`config.mk`:
```
export PLATFORM = sky130hd
export DESIGN_NAME = reg_shift_sequencer
export DESIGN_NICKNAME = d
export VERILOG_FILES = /design/src/rtl/arm_shift_pkg.sv /design/src/rtl/shift_step.sv /design/src/rtl/reg_shift_sequencer.sv
export SDC_FILE = /design/constraint.sdc
export NUM_CORES = 1
export LEC_CHECK = 0
export CAP_MARGIN = 30
export CORE_ASPECT_RATIO = 0.7
export CORE_MARGIN = 5
export CORE_UTILIZATION = 60
export CTS_CLUSTER_SIZE = 40
export DETAILED_ROUTE_END_ITERATION = 7
export DONT_BUFFER_PORTS = 1
export MAX_ROUTING_LAYER = met4
export PLACE_DENSITY = 0.86
export SETUP_SLACK_MARGIN = 0.1
export SYNTH_ARGS = -nofsm -noshare
export SYNTH_HDL_FRONTEND = slang
export SYNTH_SLANG_ARGS = --single-unit
```
`constraint.sdc`:
```
create_clock -name clk_i -period 2.4 [get_ports clk_i]
set_input_delay 0.36 -clock clk_i [delete_from_list [all_inputs] [get_ports clk_i]]
set_output_delay 0.36 -clock clk_i [all_outputs]
set_load 0.05 [all_outputs]
```
`src/rtl/arm_shift_pkg.sv`:
```
// rtl/arm_shift_pkg.sv - shared encodings and clamp constants for the register-shift sequencer
package arm_shift_pkg;

  typedef enum logic [1:0] {
    SH_LSL = 2'b00,
    SH_LSR = 2'b01,
    SH_ASR = 2'b10,
    SH_ROR = 2'b11
  } shift_type_e;

  typedef enum logic [1:0] {
    ST_IDLE  = 2'b00,
    ST_SHIFT = 2'b01,
    ST_DONE  = 2'b10
  } seq_state_e;

  localparam int SHAMT_CLAMP_LOGIC = 33;
  localparam int SHAMT_CLAMP_ASR   = 32;

endpackage

```
`src/rtl/shift_step.sv`:
```
// rtl/shift_step.sv - one iteration of the narrow shifter: 0..BITS_PER_CYCLE positions
// with type-specific fill; carry_o is the last bit moved out (carry_i when amt_i is 0).
module shift_step
  import arm_shift_pkg::*;
#(
  parameter int WIDTH          = 32,
  parameter int BITS_PER_CYCLE = 1,
  localparam int AW            = $clog2(BITS_PER_CYCLE + 1)
) (
  input  logic [WIDTH-1:0] data_i,
  input  logic [AW-1:0]    amt_i,
  input  shift_type_e      type_i,
  input  logic             carry_i,
  output logic [WIDTH-1:0] data_o,
  output logic             carry_o
);

  logic [WIDTH-1:0] d;
  logic             c;

  always_comb begin
    d = data_i;
    c = carry_i;
    for (int i = 0; i < BITS_PER_CYCLE; i++) begin
      if (AW'(i) < amt_i) begin
        unique case (type_i)
          SH_LSL: begin c = d[WIDTH-1]; d = {d[WIDTH-2:0], 1'b0};     end
          SH_LSR: begin c = d[0];       d = {1'b0, d[WIDTH-1:1]};     end
          SH_ASR: begin c = d[0];       d = {d[WIDTH-1], d[WIDTH-1:1]}; end
          default: begin c = d[0];      d = {d[0], d[WIDTH-1:1]};     end
        endcase
      end
    end
    data_o  = d;
    carry_o = c;
  end

endmodule

```
`src/rtl/reg_shift_sequencer.sv`:
```
// rtl/reg_shift_sequencer.sv - multi-cycle register-specified shifter that stalls EXE
// until the ARM Val2 and shifter carry-out are ready.
module reg_shift_sequencer
  import arm_shift_pkg::*;
#(
  parameter int WIDTH          = 32,
  parameter int BITS_PER_CYCLE = 1
) (
  input  logic             clk_i,
  input  logic             rst_i,
  input  logic             start_i,
  input  logic             flush_i,
  input  logic [WIDTH-1:0] val_rm_i,
  input  logic [7:0]       rs_amount_i,
  input  logic [1:0]       shift_type_i,
  input  logic             carry_in_i,
  output logic             busy_o,
  output logic             stall_o,
  output logic             done_o,
  output logic [WIDTH-1:0] result_o,
  output logic             carry_out_o
);

  localparam int AW = $clog2(BITS_PER_CYCLE + 1);

  seq_state_e       state_q, state_d;
  shift_type_e      type_q, type_d;
  logic [5:0]       rem_q, rem_d;
  logic [WIDTH-1:0] result_q, result_d;
  logic             carry_q, carry_d;

  shift_type_e      req_type;
  logic [5:0]       cnt;
  logic             accept;
  logic [AW-1:0]    step_amt;
  logic [WIDTH-1:0] step_data;
  logic             step_carry;

  assign req_type = shift_type_e'(shift_type_i);
  assign accept   = (state_q == ST_IDLE || state_q == ST_DONE) && start_i && !flush_i;
  assign step_amt = (rem_q >= 6'(BITS_PER_CYCLE)) ? AW'(BITS_PER_CYCLE) : rem_q[AW-1:0];

  // Clamping the count makes the >=32 ARM edge cases fall out of plain iteration.
  always_comb begin
    cnt = {1'b0, rs_amount_i[4:0]};
    unique case (req_type)
      SH_LSL, SH_LSR:
        cnt = (rs_amount_i > 8'(SHAMT_CLAMP_LOGIC)) ? 6'(SHAMT_CLAMP_LOGIC) : rs_amount_i[5:0];
      SH_ASR:
        cnt = (rs_amount_i > 8'(SHAMT_CLAMP_ASR)) ? 6'(SHAMT_CLAMP_ASR) : rs_amount_i[5:0];
      default: cnt = {1'b0, rs_amount_i[4:0]};
    endcase
  end

  shift_step #(
    .WIDTH          (WIDTH),
    .BITS_PER_CYCLE (BITS_PER_CYCLE)
  ) u_step (
    .data_i  (result_q),
    .amt_i   (step_amt),
    .type_i  (type_q),
    .carry_i (carry_q),
    .data_o  (step_data),
    .carry_o (step_carry)
  );

  always_ff @(posedge clk_i) begin
    if (rst_i) begin
      state_q  <= ST_IDLE;
      type_q   <= SH_LSL;
      rem_q    <= '0;
      result_q <= '0;
      carry_q  <= 1'b0;
    end else begin
      state_q  <= state_d;
      type_q   <= type_d;
      rem_q    <= rem_d;
      result_q <= result_d;
      carry_q  <= carry_d;
    end
  end

  always_comb begin
    state_d = state_q;
    unique case (state_q)
      ST_IDLE, ST_DONE: begin
        if (accept) state_d = (cnt == 6'd0) ? ST_DONE : ST_SHIFT;
        else        state_d = ST_IDLE;
      end
      ST_SHIFT: begin
        if (flush_i)                     state_d = ST_IDLE;
        else if (rem_q == 6'(step_amt))  state_d = ST_DONE;
      end
      default: state_d = ST_IDLE;
    endcase
  end

  // A zero count covers both rs==0 and a rotate by a multiple of 32.
  always_comb begin
    type_d   = type_q;
    rem_d    = rem_q;
    result_d = result_q;
    carry_d  = carry_q;
    if (accept) begin
      type_d   = req_type;
      result_d = val_rm_i;
      rem_d    = cnt;
      if (cnt == 6'd0) begin
        carry_d = (rs_amount_i == 8'd0) ? carry_in_i : val_rm_i[WIDTH-1];
      end
    end else if (state_q == ST_SHIFT && !flush_i) begin
      result_d = step_data;
      carry_d  = step_carry;
      rem_d    = rem_q - 6'(step_amt);
    end
  end

  always_comb begin
    busy_o  = (state_q == ST_SHIFT) || (state_q == ST_DONE);
    stall_o = (state_q == ST_SHIFT);
    done_o  = (state_q == ST_DONE);
  end

  assign result_o    = result_q;
  assign carry_out_o = carry_q;

endmodule

```
* After elaboration in Yosys (flattened, before gate mapping)
Cells that the tools add are included.
Storage, ports and cells: bits in registers 43, input port bits 47, output and inout port bits 36, logic and storage cells 60
Operators by class: add/subtract/negate cells 1, order comparisons 4, eq/ne operators 10, mux-type cells 21, reduce and logical (&&, ||, !) cells 18
Operators by type and width (count):
- $mux 32 | 3
- $pmux 32 s3 | 1
- $mux 6 | 4
- $gt 8x6->1 const B | 2
- $pmux 6 s2 | 1
- $logic_not 8->1 | 1
- $mux 2 | 4
- $mux 1 | 7
- $eq 2x1->1 const B | 3
- $eq 2x2->1 const B | 3
- $eq 6x1->1 | 1
- $ge 6x1->1 const B | 1
- $logic_not 2->1 | 3
- $logic_not 6->1 | 1
- $reduce_and 3->1 | 2
- $sub 6x1->6 | 1
- $pmux 2 s2 | 1
- $reduce_bool 2->1 | 2
- $reduce_or 2->1 | 2
- $logic_and 1x1->1 | 3
- $ne 3x2->1 const B | 1
- $logic_or 1x1->1 | 2
- $ne 2x1->1 const B | 1
- $ne 2x2->1 const B | 1
- 3 further kinds | 3

* Depth between registers and ports, before layout
Gate-level depths: netlist of run 1.
depth after elaboration 7, mapped depth 8, depth with buffers taken out 7

* Modules after synthesis
A second synthesis of run 1 with hierarchy kept.
Unflattened totals: cell total of the unflattened synthesis 316, area, all modules 2645.0 um2
Modules (own cells, without submodules):
- reg_shift_sequencer | times used 1, cells an instance 204, area an instance 1934.4 um2, sequential area each 860.8 um2
- shift_step | times used 1, cells an instance 112, area an instance 710.7 um2, sequential area each 0.0 um2

* Worst setup path after synthesis of run 1
Ideal clock, no wire load.
path kind flip-flop to flip-flop, start register state_q[0], end register result_q[10] (netlist: result_o[10]), setup time 0.070 ns, arrival 2.047 ns, required time 2.330 ns, setup slack 0.283 ns, cell stages (with the launch flop) 9, buffers on the path 2, period minus slack after synthesis 2.117 ns, cell sequence dfxtp_1 > inv_1 > ha_1 > nor2_1 > or2_2 > clkbuf_1 > clkbuf_1 > nand3_1 > a21oi_1
Between the ends: word-level cells in the longest chain between the ends 6, elaborated cells on any way between the ends 11, classes of those cells eq/ne: 2; mux: 1; reduce/logical: 8
Ends and longest elaborated chain:
- start, declared | RTL line reg_shift_sequencer.sv:26 | seq_state_e state_q, state_d;
- start signal, assigned | RTL line reg_shift_sequencer.sv:75 | state_q <= state_d;
- $eq 2x2->1 (*)
- net done_o | RTL line reg_shift_sequencer.sv:19 | output logic done_o,
- $logic_or 1x1->1 (*) | RTL line reg_shift_sequencer.sv:40 | assign accept = (state_q == ST_IDLE || state_q == ST_DONE) && start_i && !flush_i;
- $logic_and 1x1->1 (*) (2 in a row) | RTL line reg_shift_sequencer.sv:40
- $reduce_bool 2->1 (no source line)
- $reduce_and 2->1 (no source line)
- end signal, assigned | RTL line reg_shift_sequencer.sv:78 | result_q <= result_d;
- end, declared | RTL line reg_shift_sequencer.sv:29 | logic [WIDTH-1:0] result_q, result_d;
Mark *: on every way through the listed nets, which the timed path passes. The rest lies on a longest branch. A chain may end at the register's enable or synchronous reset.

* Worst setup path in the final report of run 1
start register state_q[0], end register rem_q[5]
Between the ends: word-level cells in the longest chain between the ends 5, elaborated cells on any way between the ends 9, classes of those cells eq/ne: 2; mux: 1; reduce/logical: 6
Ends and longest elaborated chain:
- $eq 2x2->1 or $logic_not 2->1 (tied branches) | RTL line reg_shift_sequencer.sv:40
- $logic_or 1x1->1 | RTL line reg_shift_sequencer.sv:40
- $logic_and 1x1->1 (2 in a row) | RTL line reg_shift_sequencer.sv:40
- $mux 6 or $reduce_bool 2->1 (tied branches)
- end signal, assigned | RTL line reg_shift_sequencer.sv:77 | rem_q <= rem_d;
- end, declared | RTL line reg_shift_sequencer.sv:28 | logic [5:0] rem_q, rem_d;
Several ways; a longest one is shown, not always the timed one.

==> results by group, run 1 <==
STA
  – RSZ-0062 raised after global routing: false
  – Worst Max-Slew Pin Slew: around 0.96 ns
  – Final WS setup: 0.319 ns
  – Setup TNS: 0 ns
  – # setup viols final: 0
  – Fmax: 0.481 GHz
  – Skew final: roughly 0.0029 ns
  – Minimum clock period after layout: about 2.1 ns
  – Period utilization: 86.7%
  – Max-slew violation count: 0
  – Slew headroom: a little over a third
  – Final Hold Vio Count: 0

Global route
  – Number of global-route vias before repair: approximately 3000
  – Grt total ovfl: 0
  – Pin count of the biggest net entering global routing: 68
  – First-pass GRT wire length: about 15 mm
  – Overall routing resource usage: 27.4%
  – Initial antenna violation count: 0

Yosys
  – Post-Syn Area: ~3000 sq um
  – Mapped Cells: 400
  – Sequential fraction of the synthesis area: roughly 28%
  – Top_reg_cell synth: dfxtp_1
  – Warnings from Yosys: 0
  – Post-synthesis register bit count: between 40 and 50
  – Net Count, Synth: 452
  – Post-synth EDFFs: 0
  – Synthesized area per cell: about 7.6 sq um
  – Post-synth ARST share: 0%
  – Distinct cells, synth: 40

Floorplanning
  – CORE AREA: ~5000 sq um
  – Die area: 6630 sq um
  – Ports: 83
  – Initial core utilization: about 63%
  – Die width: ~95 um
  – Die Y: between 60 and 70 um
  – Site Rows: 21

Drt
  – Drt drc: 0
  – Pre-antenna DRT Iters: 5
  – Routed via count: between 3000 and 4000
  – Routed WL per cell: about 19 um
  – Antenna-violating nets left: 0
  – WL final: 8.88 mm
  – Detailed Route Iter0 Violations: roughly 440
  – Vias/cell: between 6 and 7

Cells and area
  – Most frequent cells in the layout: o211ai_1 (67), buf_4 (47), dfxtp_1 (42)
  – Layout cells sized above 1: between 20% and 30%
  – Commonest non-fill, non-tap cell in the layout: o211ai_1
  – N_diodes: 0
  – Layout area overhead: 13.3%
  – Fin nets: around 460

Placement
  – Gpl congestion: slightly above 0.9
  – Dpl hpwl: about 6 mm
  – I/O Buffers: 0
  – Pre-CTS WS: between 0.3 and 0.4 ns

Critical path
  – Cell mode on critical path: buf_4
  – Worst EP arrival: roughly 2.3 ns
  – Largest fanout on the critical path: 30
  – Largest delay share family, worst path: buffers and inverters
  – FF-to-FF setup slack: 0.32 ns
  – CP cell instances: inv_1 -> ha_1 -> nor2_4 -> buf_4 -> or2_2 -> buf_4 -> o311ai_0 -> a21oi_1
  – Type of origin of the critical path: register
  – Max incr delay on CP: 0.38 ns
  – CP max stage cell: dfxtp_1
  – CP endpoint kind: register
  – WP buf/inv: 3
  – Req. time, crit path: 2.63 ns
  – Critical path class: register to register

CTS
  – Clock H-tree levels: 2
  – Root Driver: clkbuf_8
  – TritonCTS clock tree: done
  – CTS Buf Count: 5
  – Latest clock arrival within the worst-skew pair: a little under 0.3 ns
  – Setup bufs post-CTS: 0
  – TritonCTS Sinks: 43
  – Hold Buf Count CTS: 0
  – Reg clk slew, reported paths: ~0.08 ns
  – Post_cts resized: 0
  – CTS max path bufs: 2

Power and ir drop
  – Static Leak: 0.00113 uW
  – Worst VDD drop: about 0.33 mV
  – Pwr per Cell Area: about 500 nW/um^2

Worst hold path
  – Worst hold path class: input pin to register

Run
  – Max-cap viol count: 0

Outcome
  – Outcome: completed
[report_power, final]
| group | leakage [uW] | total [uW] | switching, uW | internal [uW] |
|---|---|---|---|---|
| sequential | 0.000350 | 777 | 30.8 | 746 |
| clock | 0.0000515 | 511 | 248 | 263 |
| combinational | 0.000728 | 434 | 277 | 157 |
[flip-flops by register name (all words and copies together) (netlist names)]
| name | flops |
|---|---|
| result_o | 32 |
| rem_q | 6 |
| state_q | 2 |
| type_q | 2 |
| carry_out_o | 1 |
[worst paths after layout]
kind,endpoint,start,cells after the start
min reg2reg,rem_q[5]$_SDFFE_PP0P_,rem_q[5]$_SDFFE_PP0P_,2
min,result_o[3]$_SDFFE_PP0P_,rst_i,1
max reg2reg,rem_q[5]$_SDFFE_PP0P_,state_q[0]$_SDFFE_PP0P_,8
max,rem_q[5]$_SDFFE_PP0P_,state_q[0]$_SDFFE_PP0P_,8
[cell type report]
type / instances / area, sq um
flip-flops and latches: 43 / 862
well taps: 69 / 86.3
repair buffers: 48 / 380
fillers: 413 / 1410
inverters: 5 / 18.8
multi-input cells: 304 / 2010
clock buffers: 8 / 100
[cell families (layout without fill, tap and decap cells)]
group                    count (synthesis)  count (layout)  synth area share (%)
flip-flops                              43              43                  28.2
AO/OA/AOI/OAI                          158             158                  34.1
multiplexers                             2               2                 0.657
AND/OR/NAND/NOR                        137             137                  27.8
XOR/XNOR                                 2               2                 0.575
adder cells (fa/ha/maj)                  5               5                  2.05
buffers and inverters                   53              61                  6.61
[cells in the mapped netlist, types with 3 or more instances]
cell type  number  area (sq um)
nand2_1        12          45.0
nand2b_1        3          18.8
ha_1            5          62.6
nor2_1          6          22.5
inv_1           5          18.8
nor3_1          7          35.0
o211ai_1       67           503
o21ai_0        34           170
nand3_1        34           170
buf_1           5          18.8
or3_1          35           219
a211oi_1        3          22.5
dfxtp_1        43           861
a21oi_1        38           190
clkbuf_1       41           154
or3b_2         30           263
[per-layer routing]
metal / global-route usage, % / vias up / routed length [um]
met3: 5.86 / 9 / 774
met4: 7.52 / 0 / 83
li1: - / 1539 / -
met1: 36.9 / 1565 / 3890
met2: 41.2 / 144 / 4130
met5: - / - / 0
[through the flow]
step | std cells | area (sq um) | hold slack, ns | utilization [%] | total power [uW]
after floorplan | 400 | 3050 | 0.496 | - | 1120
after global placement | 468 | 3330 | 0.428 | 68.4 | 1200
after detailed placement | 469 | 3350 | 0.430 | 69.0 | 1220
after CTS | 477 | 3450 | 0.114 | 71.1 | 1720
after global routing | 477 | 3450 | 0.102 | 71.1 | 1800
final | 477 | 3450 | 0.126 | 71.1 | 1720
Note: power is estimated with default switching activity, not from simulation.
==> inputs of run 2 (changes only) <==
--- a/config.mk
+++ b/config.mk
@@ -14,6 +14,7 @@
 export DONT_BUFFER_PORTS = 1
 export MAX_ROUTING_LAYER = met4
 export PLACE_DENSITY = 0.86
+export RECOVER_POWER = 50
 export SETUP_SLACK_MARGIN = 0.1
 export SYNTH_ARGS = -nofsm -noshare
 export SYNTH_HDL_FRONTEND = slang
==> run 2 against run 1 <==
  * Combinational power is 4.8% lower
  * Count of clock-buffer cells in the layout stayed put
  * Critical path type unchanged
  * Highest routed layer unchanged
  * Die area stayed put
  * Setup slack better by 0.019 ns
  * Non-clock buffer count stayed put
==> results by group, run 2 (synthesized netlist as in run 1, its figures left out) <==
Outcome
  – Outcome: completed (unchanged)

Worst hold path
  – Worst hold path class: input pin to register (unchanged)
  – WHS Path Cells: 1 (unchanged)

Drt
  – Pre-antenna DRT Iters: 5 (unchanged)
  – Vias/cell: 6.77 (was 6.83)
  – Detailed Route Iter0 Violations: 369 (was 435)
  – Antenna-violating nets left: 0 (unchanged)
  – Routed WL per cell: 18.7 um (was 18.6 um)
  – Routed via count: 3230 (was 3257)
  – Drt drc: 0 (unchanged)
  – WL final: 8.90 mm (was 8.88 mm)

Placement
  – Pre-CTS WS: 0.390 ns (unchanged)
  – I/O Buffers: 0 (unchanged)
  – Post-DP Area: 3350 sq um (unchanged)
  – Dpl hpwl: 6.05 mm (unchanged)
  – Placed Cells incl. Taps: 469 (unchanged)
  – Gpl congestion: 0.921 (unchanged)

Critical path
  – Req. time, crit path: 2.63 ns (about the same)
  – WP buf/inv: 3 (unchanged)
  – CP cell instances: inv_1 -> ha_1 -> nor2_4 -> buf_4 -> or2_2 -> buf_4 -> o311ai_0 -> a21oi_1 (unchanged)
  – Largest fanout on the critical path: 30 (unchanged)
  – FF-to-FF setup slack: 0.34 ns (was 0.32 ns)
  – Max incr delay on CP: 0.38 ns (about the same)
  – Cell mode on critical path: buf_4 (unchanged)
  – Worst path depth: 8 (unchanged)
  – Critical path class: register to register (unchanged)
  – Largest delay share family, worst path: buffers and inverters (unchanged)
  – Worst EP arrival: 2.29 ns (was 2.31 ns)
  – CP endpoint kind: register (unchanged)
  – Type of origin of the critical path: register (unchanged)
  – FF-to-FF path depth: 8 (unchanged)
  – CP max stage cell: dfxtp_1 (unchanged)

Global route
  – First-pass GRT wire length: 14.6 mm (unchanged)
  – Grt total ovfl: 0 (unchanged)
  – Overall routing resource usage: 27.4% (unchanged)
  – Number of global-route vias before repair: 3008 (unchanged)
  – Initial antenna violation count: 0 (unchanged)
  – Pin count of the biggest net entering global routing: 68 (unchanged)

Floorplanning
  – CORE AREA: 4860 sq um (unchanged)
  – Initial core utilization: 62.7% (unchanged)
  – Die area: 6630 sq um (unchanged)
  – Site Rows: 21 (unchanged)
  – Die Y: 69.6 um (unchanged)
  – Ports: 83 (unchanged)
  – Die width: 95.2 um (unchanged)

Cells and area
  – Layout cells sized above 1: 14.7% (was 23.0%)
  – Most frequent cells in the layout: o211ai_1 (67), dfxtp_1 (42), a21oi_1 (37) (was o211ai_1 (67), buf_4 (47), dfxtp_1 (42))
  – Finished layout cell area: 3330 sq um (was 3450 sq um)
  – Largest register FFs: 32 (unchanged)
  – N_diodes: 0 (unchanged)
  – Fin nets: 459 (unchanged)
  – Layout area overhead: 9.15% (was 13.3%)
  – Fillers: 449 (was 413)
  – Final Instance Count excl. Fillers: 477 (unchanged)
  – FF/Latch Area: 862 sq um (unchanged)
  – Commonest non-fill, non-tap cell in the layout: o211ai_1 (unchanged)
  – Area of the multi-input gates: 2010 sq um (unchanged)

STA
  – Max-slew violation count: 0 (unchanged)
  – # setup viols final: 0 (unchanged)
  – Hold WS: 0.125 ns (was 0.126 ns)
  – Skew final: 0.00427 ns (was 0.00294 ns)
  – Slew headroom: 34.9% (was 35.7%)
  – Setup TNS: 0 ns (unchanged)
  – Fmax: 0.485 GHz (was 0.481 GHz)
  – Worst Max-Slew Pin Slew: 0.977 ns (was 0.964 ns)
  – Final Hold Vio Count: 0 (unchanged)
  – Period utilization: 85.9% (was 86.7%)
  – RSZ-0062 raised after global routing: false (unchanged)
  – Final WS setup: 0.338 ns (was 0.319 ns)
  – Minimum clock period after layout: 2.06 ns (was 2.08 ns)

CTS
  – Reg clk slew, reported paths: 0.08 ns (about the same)
  – Post_cts resized: 0 (unchanged)
  – Clock H-tree levels: 2 (unchanged)
  – Root Driver: clkbuf_8 (unchanged)
  – CTS Buf Count: 5 (unchanged)
  – Setup bufs post-CTS: 0 (unchanged)
  – TritonCTS Sinks: 43 (unchanged)
  – Latest clock arrival within the worst-skew pair: 0.29 ns (about the same)
  – Hold Buf Count CTS: 0 (unchanged)
  – CTS max path bufs: 2 (unchanged)
  – TritonCTS clock tree: done (unchanged)

Run
  – Max-cap viol count: 0 (unchanged)

Power and ir drop
  – Worst VDD drop: 0.322 mV (was 0.328 mV)
  – Static Leak: 0.000986 uW (was 0.00113 uW)
  – Pwr per Cell Area: 511 nW/um^2 (was 498 nW/um^2)
## run 2: changes by cell type in the layout (fill, tap and decap cells not counted)
cell      before  now
buf_4         47   13
clkbuf_1       1   35
## run 2: final cells by class
class	instances	share of cell area (%)
timing repair buffer	48	7.60
multi-input combinational	304	60.3
sequential	43	25.9
clock buffer	8	3.01
inverter	5	0.564
tap	69	2.59
## run 2: path summary, 6_finish.rpt
kind / startpoint / end
max: state_q[0]$_SDFFE_PP0P_ / rem_q[5]$_SDFFE_PP0P_
min: rst_i / type_q[1]$_SDFFE_PP0P_
max reg2reg: state_q[0]$_SDFFE_PP0P_ / rem_q[5]$_SDFFE_PP0P_
min reg2reg: state_q[1]$_SDFFE_PP0P_ / state_q[1]$_SDFFE_PP0P_
## run 2: power breakdown
part / switching, uW / internal [uW] / total [uW]
combinational: 276 / 136 / 413
clock: 248 / 263 / 511
sequential: 30.3 / 746 / 776
total: 555 / 1150 / 1700
## run 2: stage by stage
| stage | utilization, % | total power (uW) |
|---|---|---|
| finish | 68.4 | 1700 |
| detailed placement | 69.0 | 1220 |
| floorplan | - | 1120 |
| CTS | 71.1 | 1720 |
| global route | 68.4 | 1780 |
| global placement | 68.4 | 1200 |
## run 2: layer usage
metal / part of all wire [%] / track usage [%]
met5: 0 / -
met4: 0.84 / 7.52
met3: 9.9 / 5.86
met2: 47 / 41.2
met1: 42 / 36.9
==> inputs of run 3 (changes only) <==
==> constraint.sdc (replaced) <==
create_clock -name clk_i -period 2.6 [get_ports clk_i]
set_input_delay 0.39 -clock clk_i [delete_from_list [all_inputs] [get_ports clk_i]]
set_output_delay 0.39 -clock clk_i [all_outputs]
set_load 0.05 [all_outputs]
==> run 3 against run 2 <==
  * Non-clock buffer count is 25 lower
  * Highest routed layer unchanged
  * Flip-flop and latch count stayed put
  * Setup slack better by 0.074 ns
  * Via count is 1.1% lower
  * Utilization is 1.9 points lower
  * Largest power group unchanged
  * Power is 7.5% lower
  * Sequential share of layout area is 0.72 points higher
  * First-iteration DRC count is 18% lower
  * Critical endpoint is now result_o[31]$_SDFFE_PP0P_
  * Largest cell class unchanged
==> results by group, run 3 (synthesized netlist as in run 1, its figures left out) <==
Global route
  – Number of global-route vias before repair: 2796 (was 3008)
  – First-pass GRT wire length: 14.4 mm (was 14.6 mm)
  – Grt total ovfl: 0 (unchanged)
  – Pin count of the biggest net entering global routing: 68 (unchanged)
  – Overall routing resource usage: 27.1% (was 27.4%)
  – Initial antenna violation count: 1 (was 0)

CTS
  – CTS max path bufs: 2 (unchanged)
  – Reg clk slew, reported paths: 0.09 ns (was 0.08 ns)
  – Latest clock arrival within the worst-skew pair: 0.30 ns (was 0.29 ns)
  – CTS Buf Count: 5 (unchanged)
  – Setup bufs post-CTS: 0 (unchanged)
  – Hold Buf Count CTS: 0 (unchanged)
  – Post_cts resized: 0 (unchanged)
  – Clock H-tree levels: 2 (unchanged)
  – TritonCTS Sinks: 43 (unchanged)
  – Root Driver: clkbuf_8 (unchanged)
  – TritonCTS clock tree: done (unchanged)

Outcome
  – Outcome: completed (unchanged)

Floorplanning
  – Die area: 6630 sq um (unchanged)
  – Die Y: 69.6 um (unchanged)
  – Initial core utilization: 62.7% (unchanged)
  – Site Rows: 21 (unchanged)
  – Ports: 83 (unchanged)
  – Die width: 95.2 um (unchanged)
  – CORE AREA: 4860 sq um (unchanged)

STA
  – Fmax: 0.457 GHz (was 0.485 GHz)
  – Final WS setup: 0.412 ns (was 0.338 ns)
  – Setup TNS: 0 ns (unchanged)
  – Slew headroom: 38.0% (was 34.9%)
  – Final Hold Vio Count: 0 (unchanged)
  – Worst Max-Slew Pin Slew: 0.931 ns (was 0.977 ns)
  – # setup viols final: 0 (unchanged)
  – Skew final: 0.00566 ns (was 0.00427 ns)
  – Minimum clock period after layout: 2.19 ns (was 2.06 ns)
  – Max-slew violation count: 0 (unchanged)
  – Period utilization: 84.2% (was 85.9%)
  – RSZ-0062 raised after global routing: false (unchanged)

Cells and area
  – Commonest non-fill, non-tap cell in the layout: o211ai_1 (unchanged)
  – Layout area overhead: 6.20% (was 9.15%)
  – Largest register FFs: 32 (unchanged)
  – FF/Latch Area: 862 sq um (unchanged)
  – Fillers: 432 (was 449)
  – Layout cells sized above 1: 14.9% (was 14.7%)
  – Fin nets: 434 (was 459)
  – Area of the multi-input gates: 2010 sq um (unchanged)
  – Most frequent cells in the layout: o211ai_1 (67), dfxtp_1 (42), a21oi_1 (37) (unchanged)
  – Final Instance Count excl. Fillers: 453 (was 477)
  – Finished layout cell area: 3240 sq um (was 3330 sq um)

Drt
  – Antenna-violating nets left: 0 (unchanged)
  – Pre-antenna DRT Iters: 6 (was 5)
  – Vias/cell: 7.05 (was 6.77)
  – WL final: 8.74 mm (was 8.90 mm)
  – Detailed Route Iter0 Violations: 303 (was 369)
  – Routed WL per cell: 19.3 um (was 18.7 um)
  – Drt drc: 0 (unchanged)
  – Routed via count: 3194 (was 3230)

Placement
  – I/O Buffers: 0 (unchanged)
  – Post-DP Area: 3180 sq um (was 3350 sq um)
  – Gpl congestion: 0.868 (was 0.921)
  – Dpl hpwl: 5.70 mm (was 6.05 mm)
  – Pre-CTS WS: 0.501 ns (was 0.390 ns)
  – Placed Cells incl. Taps: 444 (was 469)

Critical path
  – Worst EP arrival: 2.43 ns (was 2.29 ns)
  – Req. time, crit path: 2.84 ns (was 2.63 ns)
  – FF-to-FF setup slack: 0.41 ns (was 0.34 ns)
  – FF-to-FF path depth: 7 (was 8)
  – Critical path class: register to register (unchanged)
  – Largest fanout on the critical path: 52 (was 30)
  – Crit Reg-Reg Endpoint: result_o[31]$_SDFFE_PP0P_ (was rem_q[5]$_SDFFE_PP0P_)
  – Type of origin of the critical path: register (unchanged)
  – CP endpoint kind: register (unchanged)
  – Worst r2r src: state_q[0]$_SDFFE_PP0P_ (unchanged)

Power and ir drop
  – Overall power: 1570 uW (was 1700 uW)
  – Pwr per Cell Area: 486 nW/um^2 (was 511 nW/um^2)
  – Worst VDD drop: 0.258 mV (was 0.322 mV)
  – Static Leak: 0.000947 uW (was 0.000986 uW)

Worst hold path
  – Hold wc startpoint: rst_i (unchanged)
  – Hold endpoint: rem_q[5]$_SDFFE_PP0P_ (was type_q[1]$_SDFFE_PP0P_)
  – Worst hold path class: input pin to register (unchanged)
  – WHS Path Cells: 1 (unchanged)

Run
  – Max-cap viol count: 0 (unchanged)
run 3: per-stage QoR:
stage	hold WS [ns]	util, %
final	0.149	66.6
after global routing	0.132	66.6
after CTS	0.139	67.5
after detailed placement	0.459	65.4
after global placement	0.459	64.8
after floorplan	0.515	-
run 3: worst max-delay path, cell delays in order, from the launching register on:
cell      delay, ns
dfxtp_1        0.39
inv_1          0.10
ha_1           0.25
nor2_4         0.32
buf_4          0.47
o221ai_1       0.18
or3_1          0.33
nand3_1        0.08
run 3: routing by layer:
metal / track usage (%) / share of wire (%) / vias up
li1: - / - / 1502
met1: 37.5 / 44 / 1491
met2: 38.2 / 44 / 190
met3: 8.35 / 11 / 11
met4: 6.24 / 0.97 / 0
met5: - / 0 / -
run 3: layout make-up:
class                      instances  area share [%]
sequential                        43            26.6
multi-input combinational        304            62.0
clock buffer                       8            3.09
timing repair buffer              23            4.95
antenna                            1          0.0773
inverter                           5           0.580
tap                               69            2.67
run 3: power by group:
part / switching [uW] / internal [uW]
Clock: 243 / 243
Sequential: 92.1 / 689
Combinational: 186 / 120
Total: 521 / 1050
run 3: worst max path at each step:
stage | start | to | slack (ns) | cells after the start
floorplan | state_q[0]$_SDFFE_PP0P_ | result_o[10]$_SDFFE_PP0P_ | 0.48 | 8
global placement | state_q[0]$_SDFFE_PP0P_ | carry_out_o$_SDFFE_PP0P_ | 0.54 | 6
detailed placement | state_q[0]$_SDFFE_PP0P_ | result_o[31]$_SDFFE_PP0P_ | 0.50 | 7
CTS | state_q[0]$_SDFFE_PP0P_ | result_o[31]$_SDFFE_PP0P_ | 0.44 | 7
global route | state_q[0]$_SDFFE_PP0P_ | result_o[18]$_SDFFE_PP0P_ | 0.24 | 7
finish | state_q[0]$_SDFFE_PP0P_ | result_o[31]$_SDFFE_PP0P_ | 0.41 | 7
